`config.mk`:
```
export PLATFORM = sky130hd
export DESIGN_NAME = aes_round_seq_flat
export DESIGN_NICKNAME = d
export VERILOG_FILES = /design/src/rtl/aes_seq_pkg.sv /design/src/rtl/aes_round_seq_if.sv /design/src/rtl/aes_round_cnt.sv /design/src/rtl/aes_round_seq.sv /design/src/flat_wrapper.sv
export SDC_FILE = /design/constraint.sdc
export NUM_CORES = 1
export LEC_CHECK = 0
export CORE_UTILIZATION = 57
export CTS_BUF_LIST = sky130_fd_sc_hd__clkbuf_8
export CTS_CLUSTER_DIAMETER = 30
export DETAILED_ROUTE_END_ITERATION = 8
export GPL_TIMING_DRIVEN = 0
export PLACE_DENSITY = 0.87
export SYNTH_ARGS = -nofsm -noshare
export SYNTH_HDL_FRONTEND = slang
export SYNTH_SLANG_ARGS = --single-unit
```
`constraint.sdc`:
```
create_clock -name clk -period 6.3 [get_ports clk]
set_clock_uncertainty 0.1 [all_clocks]
set_input_delay 1.89 -clock clk [delete_from_list [all_inputs] [get_ports clk]]
set_output_delay 1.89 -clock clk [all_outputs]
set_load 0.02 [all_outputs]
```
`src/rtl/aes_seq_pkg.sv`:
```
// aes_seq_pkg: shared types and constants for the AES round sequencer.
// State encoding, datapath mux selects and job direction codes.
package aes_seq_pkg;

  typedef enum logic [2:0] {
    IDLE,
    LOAD,
    KEYEXP,
    ARK,
    ROUND,
    FINAL,
    DONE
  } seqState_t;

  localparam logic [1:0] CTRL_ROUND = 2'b00;
  localparam logic [1:0] CTRL_FINAL = 2'b01;
  localparam logic [1:0] CTRL_LOAD  = 2'b10;
  localparam logic [1:0] CTRL_ARK   = 2'b11;

  localparam logic MODE_ENC = 1'b0;
  localparam logic MODE_DEC = 1'b1;

endpackage

```
`src/rtl/aes_round_seq_if.sv`:
```
// aes_round_seq_if: job request / result valid-ready handshake bundle.
// master drives jobs and consumes results; slave is the sequencer.
interface aes_round_seq_if;

  logic in_valid;
  logic in_ready;
  logic in_mode;
  logic out_valid;
  logic out_ready;

  modport master (
    output in_valid,
    output in_mode,
    output out_ready,
    input  in_ready,
    input  out_valid
  );

  modport slave (
    input  in_valid,
    input  in_mode,
    input  out_ready,
    output in_ready,
    output out_valid
  );

endinterface

```
`src/rtl/aes_round_cnt.sv`:
```
// aes_round_cnt: loadable up/down round counter.
// match flags equality with the supplied terminal value.
module aes_round_cnt #(
  parameter int ITER_W = 8
) (
  input  logic              clk,
  input  logic              rst_n,
  input  logic              load,
  input  logic [ITER_W-1:0] loadVal,
  input  logic              en,
  input  logic              up,
  input  logic [ITER_W-1:0] cmpVal,
  output logic [ITER_W-1:0] cnt,
  output logic              match
);

  // load wins over counting so every state entry starts clean
  always_ff @(posedge clk or negedge rst_n) begin
    if (!rst_n) begin
      cnt <= '0;
    end else if (load) begin
      cnt <= loadVal;
    end else if (en) begin
      cnt <= up ? cnt + ITER_W'(1) : cnt - ITER_W'(1);
    end
  end

  assign match = (cnt == cmpVal);

endmodule

```
`src/rtl/aes_round_seq.sv`:
```
// aes_round_seq: sequencer for the shared iterative AES round datapath.
// Optional AES_SEQ_ABORT_EN adds an abort input that returns to IDLE.
import aes_seq_pkg::*;

module aes_round_seq #(
  parameter int NR     = 10,
  parameter int ITER_W = 8
) (
  input  logic              clk,
  input  logic              rst_n,
  aes_round_seq_if.slave    hs,
`ifdef AES_SEQ_ABORT_EN
  input  logic              abort,
`endif
  output logic [1:0]        ctrl,
  output logic [ITER_W-1:0] iterate,
  output logic              state_en,
  output logic              key_en,
  output logic              out_capture,
  output logic              busy
);

  localparam logic [ITER_W-1:0] ZERO  = '0;
  localparam logic [ITER_W-1:0] ONE   = ITER_W'(1);
  localparam logic [ITER_W-1:0] NR_I  = ITER_W'(NR);
  localparam logic [ITER_W-1:0] NR_M1 = ITER_W'(NR - 1);

  seqState_t         state;
  seqState_t         stateNxt;
  logic              mode;
  logic              load;
  logic [ITER_W-1:0] loadVal;
  logic [ITER_W-1:0] cmpVal;
  logic              cntEn;
  logic              cntUp;
  logic [ITER_W-1:0] cnt;
  logic              match;
  logic              abortHit;
  logic              isEnc;

`ifdef AES_SEQ_ABORT_EN
  assign abortHit = abort && (state != IDLE);
`else
  assign abortHit = 1'b0;
`endif

  assign isEnc = (mode == MODE_ENC);

  aes_round_cnt #(.ITER_W(ITER_W)) uCnt (
    .clk     (clk),
    .rst_n   (rst_n),
    .load    (load),
    .loadVal (loadVal),
    .en      (cntEn),
    .up      (cntUp),
    .cmpVal  (cmpVal),
    .cnt     (cnt),
    .match   (match)
  );

  // state register; direction is frozen at job accept
  always_ff @(posedge clk or negedge rst_n) begin
    if (!rst_n) begin
      state <= IDLE;
      mode  <= MODE_ENC;
    end else begin
      state <= stateNxt;
      if (state == IDLE && hs.in_valid) begin
        mode <= hs.in_mode;
      end
    end
  end

  // next state plus counter reload value for the state being entered
  always_comb begin
    stateNxt = state;
    load     = 1'b0;
    loadVal  = ZERO;
    cntEn    = 1'b0;
    cntUp    = 1'b1;
    cmpVal   = ZERO;
    unique case (1'b1)
      (state == IDLE): begin
        if (hs.in_valid) begin
          stateNxt = LOAD;
          load     = 1'b1;
        end
      end
      (state == LOAD): begin
        load = 1'b1;
        if (isEnc) begin
          stateNxt = ARK;
        end else begin
          stateNxt = KEYEXP;
          loadVal  = ONE;
        end
      end
      (state == KEYEXP): begin
        cmpVal = NR_I;
        if (match) begin
          stateNxt = ARK;
          load     = 1'b1;
          loadVal  = NR_I;
        end else begin
          cntEn = 1'b1;
        end
      end
      (state == ARK): begin
        stateNxt = ROUND;
        load     = 1'b1;
        loadVal  = isEnc ? ONE : NR_M1;
      end
      (state == ROUND): begin
        cntUp  = isEnc;
        cmpVal = isEnc ? NR_M1 : ONE;
        if (match) begin
          stateNxt = FINAL;
          load     = 1'b1;
          loadVal  = isEnc ? NR_I : ZERO;
        end else begin
          cntEn = 1'b1;
        end
      end
      (state == FINAL): begin
        stateNxt = DONE;
        load     = 1'b1;
      end
      (state == DONE): begin
        if (hs.out_ready) begin
          stateNxt = IDLE;
        end
      end
      default: begin
        stateNxt = IDLE;
        load     = 1'b1;
      end
    endcase
    if (abortHit) begin
      stateNxt = IDLE;
      load     = 1'b1;
      loadVal  = ZERO;
      cntEn    = 1'b0;
    end
  end

  // Moore decode of datapath controls
  always_comb begin
    ctrl        = CTRL_ROUND;
    state_en    = 1'b0;
    key_en      = 1'b0;
    out_capture = 1'b0;
    unique case (1'b1)
      (state == LOAD): begin
        ctrl     = CTRL_LOAD;
        state_en = 1'b1;
        key_en   = 1'b1;
      end
      (state == KEYEXP): begin
        key_en = 1'b1;
      end
      (state == ARK): begin
        ctrl     = CTRL_ARK;
        state_en = 1'b1;
        key_en   = 1'b1;
      end
      (state == ROUND): begin
        state_en = 1'b1;
        key_en   = 1'b1;
      end
      (state == FINAL): begin
        ctrl        = CTRL_FINAL;
        state_en    = 1'b1;
        key_en      = 1'b1;
        out_capture = 1'b1;
      end
      default: begin
        ctrl = CTRL_ROUND;
      end
    endcase
  end

  assign iterate      = cnt;
  assign busy         = (state != IDLE);
  assign hs.in_ready  = (state == IDLE);
  assign hs.out_valid = (state == DONE);

endmodule

```
`src/flat_wrapper.sv`:
```
// flat-port wrapper written by rule: the top's interface ports become plain ports
module aes_round_seq_flat 
#(
  parameter int NR     = 10,
  parameter int ITER_W = 8
)
  (clk, rst_n, ctrl, iterate, state_en, key_en, out_capture, busy, hs_in_valid, hs_in_mode, hs_out_ready, hs_in_ready, hs_out_valid);
  aes_round_seq_if hs_i ();
  input  logic clk;
  input  logic rst_n;
  output logic [1:0] ctrl;
  output logic [ITER_W-1:0] iterate;
  output logic state_en;
  output logic key_en;
  output logic out_capture;
  output logic busy;
  input wire logic [$bits(hs_i.in_valid)-1:0] hs_in_valid;
  input wire logic [$bits(hs_i.in_mode)-1:0] hs_in_mode;
  input wire logic [$bits(hs_i.out_ready)-1:0] hs_out_ready;
  output wire logic [$bits(hs_i.in_ready)-1:0] hs_in_ready;
  output wire logic [$bits(hs_i.out_valid)-1:0] hs_out_valid;
  assign hs_i.in_valid = hs_in_valid;
  assign hs_i.in_mode = hs_in_mode;
  assign hs_i.out_ready = hs_out_ready;
  assign hs_in_ready = hs_i.in_ready;
  assign hs_out_valid = hs_i.out_valid;
  aes_round_seq #(.NR(NR), .ITER_W(ITER_W)) u_core (.clk(clk), .rst_n(rst_n), .hs(hs_i), .ctrl(ctrl), .iterate(iterate), .state_en(state_en), .key_en(key_en), .out_capture(out_capture), .busy(busy));
endmodule
```
==> flow_summary_export.csv <==
group,metric,value,unit
sta,grt_setup_unrepaired,"false",
floorplan,die_x,44.9,um
worst_setup_path,crit_type,"reg2out",
global_routing,grt.overflow.total,0,
worst_setup_path,critical_path_peak_fanout,10,
cells_and_area,final_util,76.6,%
route,drt-total-wl,2770,um
route,ant_nets,0,
synth,synth_warnings,0,
cells_and_area,num-nets-final,166,
sta,max_freq,0.254,GHz
cells_and_area,diodes,0,
power_and_ir_drop,p_per_area,556,nW/um^2
worst_setup_path,rr_endpoint,"u_core.uCnt.cnt[7]$_DFFE_PN0P_",
sta,setup_violations,0,
synth,syn_inst,129,
cells_and_area,layout_common_cells,"clkdlybuf4s50_1 (20), nand2_1 (13), dfrtp_1 (12)",
sta,tightest_slew,0.561,ns
worst_setup_path,r2r_slack,3.52,ns
cells_and_area,drive_above_1_share,7.89,%
cells_and_area,area_growth_syn_to_layout,26.0,%
clock_tree,cts_resized,0,
sta,fin_setup_tns,0,ns
place,hpwl,1980,um
floorplan,initial_core_util,60.8,%
synth,netlist_area,1050,sq um
clock_tree,ctsHoldBuffers,0,
floorplan,row_count,15,
place,place_ws,2.67,ns
sta,hold_violations,0,
worst_setup_path,required,4.31,ns
hold_path,min_from,"u_core.uCnt.cnt[2]$_DFFE_PN0P_",
route,firstDrtPassIters,4,
synth,ys.flop_type,"dfrtp_1",
sta,fin_ws,2.36,ns
power_and_ir_drop,cellLeakagePower,0.000568,uW
route,wire_per_inst,15.6,um
sta,maxSlewHeadroom,62.5,%
status,status,"finished, final reports clean",
clock_tree,cts_buffers,3,
clock_tree,clk_path_buf_depth,2,
floorplan,dieArea,2020,sq um
global_routing,grt_pass1_wl,4460,um
global_routing,track_usage,30.6,%
worst_setup_path,critPathLaunchType,"flip-flop",
synth,synth_nets,141,
worst_setup_path,rr_worst_depth,9,
worst_setup_path,crit_arrival,1.95,ns
sta,slew_violations,0,
clock_tree,cts_tree,"done",
cells_and_area,final_cell_area,1320,sq um
global_routing,antenna_found_initial,0,
clock_tree,h-tree-depth,1,
place,dp.cells,174,
hold_path,hold_path_class,"reg2reg",
hold_path,holdPathStages,2,
floorplan,ioPinCount,21,
worst_setup_path,critPathCaptureType,"output pin",
clock_tree,post_cts_buffers,0,
power_and_ir_drop,vdd_drop_max,0.000406,V
global_routing,grt_pass1_vias,956,
place,place_area,1280,sq um
route,drc,0,
clock_tree,cts_sinks,12,
worst_setup_path,reg2reg_from,"u_core.state[1]$_DFFE_PN0P_",
hold_path,worstHoldEndpoint,"u_core.uCnt.cnt[2]$_DFFE_PN0P_",
clock_tree,path_clk_slew,0.05,ns
sta,period_share,62.5,%
synth,async_flop_share,100,%
route,num_vias,1104,
floorplan,design.core.area,1730,sq um
synth,seq_area_frac_synth,28.6,%
route,via_per_inst,6.24,
cells_and_area,mostFrequentLayoutCell,"clkdlybuf4s50_1",
place,gp_congestion,0.913,
place,io_buffers,20,
synth,synthDistinctLibCells,47,
cells_and_area,final_cells,177,
run,maxCapViolations,0,
clock_tree,cts-root-buf,"clkbuf_8",
synth,synth_seq_cells,12,
global_routing,grt_max_degree,13,
synth,syn_area_per_cell,8.14,sq um
sta,fin_crit,3.94,ns
route,first_iter_violations,72,
floorplan,die_h,44.9,um
clock_tree,clk_latency,0.24,ns
synth,synth_edf_count,0,
-- where the power goes --
group	internal, uW	switching, uW
clock network	42.1	27.4
registers	109	47.7
logic	216	294
-- cells by family (layout without fill, tap and decap cells) --
kind of cell / after synthesis / in the layout / synth area share (%)
adders and majority gates: 7 / 7 / 9.06
AOI/OAI and AO/OA: 46 / 46 / 31.3
buffers and inverters: 14 / 37 / 5.24
and+or+nand+nor: 44 / 44 / 20.4
muxes: 2 / 2 / 2.03
xor gates and xnor gates: 4 / 4 / 3.34
DFF: 12 / 12 / 28.6
-- area by class of cell --
class / count / area, sq um
inverters: 10 / 37.5
plain buffers: 4 / 17.5
well taps: 25 / 31.3
flip-flops and latches: 12 / 300
fillers: 132 / 404
repair buffers: 20 / 200
clock buffers: 3 / 41.3
multi-input cells: 103 / 694
-- through the flow --
stage,total power (uW),hold slack (ns)
after floorplan,488,0.450
after global placement,633,0.437
after detailed placement,651,0.441
after CTS,726,0.453
after global routing,788,0.518
final,736,0.452
-- state kept, by name, summed over array words and instances, names as in the netlist --
register	count
u_core.mode	1
u_core.uCnt.cnt	8
u_core.state	3
-- worst max-delay path by stage --
stage / to / from / slack [ns]
2_1_floorplan: busy / u_core.state[2]$_DFFE_PN0P_ / 2.94
3_3_place_gp: ctrl[0] / u_core.state[2]$_DFFE_PN0P_ / 2.68
3_5_place_dp: ctrl[0] / u_core.state[2]$_DFFE_PN0P_ / 2.67
4_1_cts: ctrl[0] / u_core.state[2]$_DFFE_PN0P_ / 2.39
5_1_grt: ctrl[1] / u_core.state[0]$_DFFE_PN0P_ / 2.28
6_report: ctrl[1] / u_core.state[0]$_DFFE_PN0P_ / 2.36
-- Yosys cell counts (2+ instances only) --
cell type  number  area share (%)
nand3_1         2            0.95
nor3_1          7             3.3
xor2_1          3             2.5
dfrtp_1        12              29
o21ai_1         5             2.4
nor2_1         10             3.6
or3_1           2             1.2
o211ai_1        4             2.9
ha_1            6             7.2
nor2b_1         3             1.8
buf_2           2            0.95
nand2_1        13             4.6
nand2b_1        2             1.2
inv_1           9             3.2
a211o_1         2             1.7
o21ai_0        10             4.8
a21oi_1         7             3.3
-- routing by layer --
metal	global-route usage [%]	share of wire (%)	vias up	routed length (um)
met1	44.3	44	527	1230
met5	0	0	-	0
met2	47.6	48	50	1320
li1	-	-	520	-
met3	4.00	6.2	7	171
met4	9.09	1.7	0	47
-- worst max-delay path: stages, from the launching register on --
cell	delay, ns
dfrtp_1	0.47
buf_2	0.26
inv_1	0.15
nor2_1	0.19
clkdlybuf4s50_1	0.63
Note: power is estimated with default switching activity, not from simulation.
